File: src/rtl/dna_reader_pkg.sv
// Shared definitions for the genome reader: RAM opcodes, FSM encoding and
// genome geometry defaults.
package dna_reader_pkg;

   localparam logic RAM_READ  = 1'b0;
   localparam logic RAM_WRITE = 1'b1;

   localparam int GENOME_LOG2 = 6;
   localparam int NET_W       = 4;

   typedef enum logic [2:0] {
      ST_IDLE    = 3'd0,
      ST_ISSUE   = 3'd1,
      ST_WAIT_LO = 3'd2,
      ST_WAIT_HI = 3'd3,
      ST_FLUSH   = 3'd4
   } state_t;

endpackage

File: src/rtl/dna_reader_gene_fifo2.sv
// Two-entry synchronous FIFO; push and pop in the same cycle are legal at any
// occupancy, including full.
module gene_fifo2 #(
   parameter int W = 17
) (
   input  logic         clk,
   input  logic         rst_n,
   input  logic         i_push,
   input  logic         i_pop,
   input  logic [W-1:0] i_data,
   output logic [W-1:0] o_data,
   output logic         o_full,
   output logic         o_empty
);

   logic [W-1:0] r_mem [2];
   logic         r_rd_ptr;
   logic         r_wr_ptr;
   logic [1:0]   r_count;
   logic         w_push;
   logic         w_pop;

   assign w_pop   = i_pop && (r_count != 2'd0);
   assign w_push  = i_push && ((r_count != 2'd2) || w_pop);
   assign o_data  = r_mem[r_rd_ptr];
   assign o_full  = (r_count == 2'd2);
   assign o_empty = (r_count == 2'd0);

   // When full, the write slot is the head being popped in the same edge.
   always_ff @(posedge clk or negedge rst_n) begin
      if (!rst_n) begin
         r_mem[0] <= '0;
         r_mem[1] <= '0;
         r_rd_ptr <= 1'b0;
         r_wr_ptr <= 1'b0;
         r_count  <= 2'd0;
      end else begin
         if (w_push) begin
            r_mem[r_wr_ptr] <= i_data;
            r_wr_ptr        <= ~r_wr_ptr;
         end
         if (w_pop) begin
            r_rd_ptr <= ~r_rd_ptr;
         end
         case ({w_push, w_pop})
            2'b10:   r_count <= r_count + 2'd1;
            2'b01:   r_count <= r_count - 2'd1;
            default: r_count <= r_count;
         endcase
      end
   end

endmodule

File: src/rtl/dna_reader.sv
// Reads one genome from cellular RAM via the controller client handshake and
// streams it to the network evaluator through a 2-deep buffer.
//   state    | meaning
//   IDLE     | waiting for start
//   ISSUE    | latch next read once RAM is ready and a buffer slot is free
//   WAIT_LO  | waiting for the controller to drop ram_ready
//   WAIT_HI  | waiting for read data (ram_ready high again)
//   FLUSH    | last word read, draining buffer before done
module dna_reader #(
   parameter int                ADDR_W      = 23,
   parameter int                DATA_W      = 16,
   parameter int                GENOME_LOG2 = dna_reader_pkg::GENOME_LOG2,
   parameter int                NET_W       = dna_reader_pkg::NET_W,
   parameter logic [ADDR_W-1:0] BASE_ADDR   = '0
) (
   input  logic              clk,
   input  logic              rst_n,
   input  logic              start,
   input  logic [NET_W-1:0]  net_idx,
   output logic              busy,
   output logic              done,
   output logic              ram_instruction,
   output logic              ram_latch,
   output logic [ADDR_W-1:0] ram_addr,
   input  logic [DATA_W-1:0] ram_data,
   input  logic              ram_ready,
   output logic [DATA_W-1:0] gene_data,
   output logic              gene_valid,
   input  logic              gene_ready,
   output logic              gene_last
);
   import dna_reader_pkg::*;

   state_t                 r_state;
   state_t                 w_state_nxt;
   logic [ADDR_W-1:0]      r_base;
   logic [GENOME_LOG2-1:0] r_word_idx;
   logic [ADDR_W-1:0]      w_base_nxt;
   logic                   w_last_word;
   logic                   w_latch;
   logic                   w_push;
   logic                   w_done;
   logic                   w_full;
   logic                   w_empty;
   logic                   w_slot_free;
   logic [DATA_W:0]        w_fifo_out;

   assign w_base_nxt  = BASE_ADDR + (ADDR_W'(net_idx) << GENOME_LOG2);
   assign w_last_word = (r_word_idx == '1);
   // A pop in this cycle frees a slot even when the buffer is currently full.
   assign w_slot_free = !w_full || gene_ready;

   always_comb begin
      w_state_nxt = r_state;
      w_latch     = 1'b0;
      w_push      = 1'b0;
      w_done      = 1'b0;
      case (r_state)
         ST_IDLE: begin
            if (start) w_state_nxt = ST_ISSUE;
         end
         ST_ISSUE: begin
            if (ram_ready && w_slot_free) begin
               w_latch     = 1'b1;
               w_state_nxt = ST_WAIT_LO;
            end
         end
         ST_WAIT_LO: begin
            if (!ram_ready) w_state_nxt = ST_WAIT_HI;
         end
         ST_WAIT_HI: begin
            if (ram_ready) begin
               w_push      = 1'b1;
               w_state_nxt = w_last_word ? ST_FLUSH : ST_ISSUE;
            end
         end
         ST_FLUSH: begin
            if (w_empty) begin
               w_done      = 1'b1;
               w_state_nxt = ST_IDLE;
            end
         end
         default: w_state_nxt = ST_IDLE;
      endcase
   end

   always_ff @(posedge clk or negedge rst_n) begin
      if (!rst_n) begin
         r_state    <= ST_IDLE;
         r_base     <= '0;
         r_word_idx <= '0;
      end else begin
         r_state <= w_state_nxt;
         if (r_state == ST_IDLE && start) begin
            r_base     <= w_base_nxt;
            r_word_idx <= '0;
         end else if (w_push) begin
            r_word_idx <= r_word_idx + 1'b1;
         end
      end
   end

   gene_fifo2 #(
      .W (DATA_W + 1)
   ) u_fifo (
      .clk     (clk),
      .rst_n   (rst_n),
      .i_push  (w_push),
      .i_pop   (gene_ready),
      .i_data  ({w_last_word, ram_data}),
      .o_data  (w_fifo_out),
      .o_full  (w_full),
      .o_empty (w_empty)
   );

   // RAM outputs are zero outside ISSUE so the top level can OR clients together.
   assign ram_instruction = RAM_READ;
   assign ram_latch       = w_latch;
   assign ram_addr        = (r_state == ST_ISSUE) ? (r_base + ADDR_W'(r_word_idx)) : '0;
   assign busy            = (r_state != ST_IDLE);
   assign done            = w_done;
   assign gene_valid      = !w_empty;
   assign gene_data       = w_fifo_out[DATA_W-1:0];
   assign gene_last       = !w_empty && w_fifo_out[DATA_W];

endmodule

File: config.mk
export PLATFORM = sky130hd
export DESIGN_NAME = dna_reader
export DESIGN_NICKNAME = d
export VERILOG_FILES = /design/src/rtl/dna_reader_pkg.sv /design/src/rtl/dna_reader_gene_fifo2.sv /design/src/rtl/dna_reader.sv
export SDC_FILE = /design/constraint.sdc
export NUM_CORES = 1
export LEC_CHECK = 0
export BUFFER_PORTS_ARGS = -buffer_cell sky130_fd_sc_hd__buf_2
export CORE_UTILIZATION = 50
export CTS_BUF_LIST = sky130_fd_sc_hd__clkbuf_4
export DETAILED_ROUTE_END_ITERATION = 10
export PLACE_DENSITY = 0.77
export SLEW_MARGIN = 25
export SYNTH_ARGS = -nofsm -noshare
export SYNTH_HDL_FRONTEND = slang
export SYNTH_HIERARCHICAL = 1
export SYNTH_SLANG_ARGS = --single-unit
File: constraint.sdc
create_clock -name clk -period 2.05 [get_ports clk]
set_input_delay 0 -clock clk [delete_from_list [all_inputs] [get_ports clk]]
set_output_delay 0 -clock clk [all_outputs]
set_load 0.05 [all_outputs]
==> key figures <==
Global route
  • Largest net degree at the start of global routing: 22
  • Vias in the first global route: around 1,700
  • Antenna violations before repair: 0
  • Total gr overflow: 0
  • First-pass GRT wire length: between 7000 and 8000 um
  • GRT Total Usage: between 10% and 20%

Clocking
  • Worst-path clk slew: approximately 0.14 ns
  • CTS tree: yes
  • Clk buf depth: 2
  • Number of hold-repair buffers added at the cts stage: 22
  • TritonCTS Sinks: about 50
  • Post-CTS Resized: 0
  • CTS buffer count: 5
  • Worst skew pair latency: approximately 0.38 ns
  • Post-CTS setup repair buffer count: 0
  • H-tree Lvls: 2
  • Root Buffer: clkbuf_4

Timing
  • Hold Violations, Final: 0
  • Fin crit period: 1.90 ns
  • Final hold slack: about 0.023 ns
  • RSZ-0062 raised after global routing: false
  • Final Max Tran Viols: 0
  • Period utilisation layout: ~93%
  • Max Freq: 0.527 GHz
  • Post-Route Setup TNS: 0 ns
  • Final setup fails: 0
  • Clock skew: between 0.009 and 0.01 ns

Floorplan
  • Die Span Y: around 74 um
  • # rows: 25
  • Die Span X: approximately 74 um
  • Core Area: approximately 4800 um^2
  • Die ar.: 5440 um^2
  • I/O pin count: 70
  • Initial Util: a little over half

Synthesis
  • Number of synthesized flops with an enable pin: 0
  • Register area share after synthesis: 49.6%
  • Synth top cells by count: 51 x dfrtp_1, 51 x mux2_2, 14 x buf_4, 10 x and2_1
  • Syn Area/Cell: 12.9 um^2
  • Synth area leader: dfrtp_1
  • FF+latch count, synth: a little over 50
  • Post-synthesis cell type count: 37
  • Post-synth top flop: dfrtp_1
  • Area share of the largest cell type after synthesis: 49.6%
  • Ys async rst share: 100%
  • Post-Syn Instances: 199
  • Mapped cell area: approximately 2600 um^2
  • Synth area leaders: dfrtp_1 50%, mux2_2 22%, buf_4 4.1%
  • Synth warn: 6

Setup path
  • CP Data Required Time: slightly above 2 ns
  • Critical path, cell by cell: buf_4 > mux2_2 > buf_2
  • Crit start category: flip-flop
  • R2R Setup Slk: 0.24 ns
  • CP max stage cell: dfrtp_1
  • Crit path largest cell delay: 0.68 ns
  • Critical path launch point: u_fifo/r_rd_ptr
  • WP data arrival: 1.90 ns
  • Critical path peak fanout: 11
  • Critical path buffers and inverters: 2
  • Worst setup EP type: primary output
  • R2R Path Start: r_state[1]
  • Delay-heaviest family, CP: flip-flops
  • Worst Setup Path Type: reg2out

Placement
  • Port bufs: 55
  • Detailed Place HPWL: 3300 um
  • Final RePlAce weighted congestion: about 0.82

Route
  • DR pass1 iterations: 4
  • DR vias/cell: 4.95
  • Final ANT Viol Nets: 0
  • DRT iter0 DRCs: 87
  • Total Wirelength: approximately 4700 um
  • DRC viols: 0
  • Vias post-DR: between 1,500 and 2,000
  • Avg WL per Cell: 13.5 um

Job
  • Total of max-cap violations: 0

Power
  • Worst vdd ir: 0.00106 V
  • PwrDens: between 1500 and 2000 nW/um^2
  • P_leak: 1.52 nW

Final layout
  • Fin nets: a little over 300
  • Area added between synthesis and finish: 23.3%
  • Antenna diodes: 0
  • Layout cells sized above 1: between 40 and 50%

Worst hold path
  • Min-Delay Path Class: in2reg
  • Hold Crit Start: start

Status
  • Status: complete, no violations
cell type report:
cell class,count,area (um^2)
Clock buffer,6,45.0
Clock inverter,2,12.5
Timing Repair Buffer,84,573
Sequential cell,51,1280
Fill cell,382,1670
Tap cell,67,83.8
Inverter,5,18.8
Multi-Input combinational cell,135,1160
per-stage QoR:
step                total power, W  utilization [%]  cells  cell area, um^2  setup WS (ns)
global placement           0.00465             59.7    320             2900          0.330
floorplan                  0.00419                -    212             2620          0.249
finish                     0.00521             65.5    350             3170          0.151
detailed placement         0.00474             59.7    320             2900          0.246
CTS                        0.00524             65.5    350             3170          0.113
global route               0.00551             65.5    350             3170         0.0511
logic make-up (layout without fill, tap and decap cells):
kind of cell,count (synthesis),count (layout),synth area share (%)
AND/OR/NAND/NOR,43,43,11.7
XOR/XNOR,6,6,2.04
multiplexers,56,56,25.0
flip-flops,51,51,49.6
other,1,14,0.146
adder cells (fa/ha/maj),2,2,0.972
buffers and inverters,26,97,7.05
AO/OA/AOI/OAI,14,14,3.45
state kept, by name, indices dropped and copies added, names as in the netlist:
name and cells:
r_base 4, r_state 3, r_word_idx 6, u_fifo/r_count 2
u_fifo/r_mem 34, u_fifo/r_rd_ptr 1, u_fifo/r_wr_ptr 1
report_power, final:
part / internal (W) / switching (W)
Sequential: 0.00145 / 0.000333
Combinational: 0.00111 / 0.00185
Clock: 0.000146 / 0.000316
per-layer routing:
layer | wire length, um | GRT usage (%) | vias to the layer above
met5 | 0 | 0 | -
met4 | 85 | 7.05 | 0
met3 | 145 | 4.39 | 8
met2 | 2360 | 31.9 | 39
met1 | 2140 | 25.9 | 860
li1 | - | - | 827
worst reg2reg max path: stages, from the launching register on:
cell	delay, ns
dfrtp_1	0.55
nand4b_4	0.23
inv_1	0.17
nor3b_4	0.23
buf_12	0.18
mux2_2	0.35
cells in the final DEF (no fill, tap or decap), types with 2 or more instances in the layout:
cell and n:
or3_1 2, mux2_2 51, o31ai_1 2, xor2_1 3, a21oi_1 5, and3_1 2
or4_1 2, inv_1 5, xnor2_1 3, mux2_4 4, conb_1 14, nand2b_1 2
dfrtp_1 51, nor2b_1 2, nand3_1 2, o21ai_0 4, nor2_1 6, clkbuf_4 6
buf_4 5, nand2_1 6, ha_1 2, buf_2 55, and2_1 10, buf_12 2
dlygate4sd3_1 22
final timing paths:
kind / end / depth (start not counted)
setup / recovery: gene_data[5] / 3
hold / removal: r_state[0] / 3
setup reg to reg: u_fifo/r_mem[25] / 5
hold reg to reg: u_fifo/r_count[1] / 1
max in group asynchronous: u_fifo/r_mem[28] / 3
min in group asynchronous: u_fifo/r_mem[10] / 2
Power figures use the tool's default switching activity.
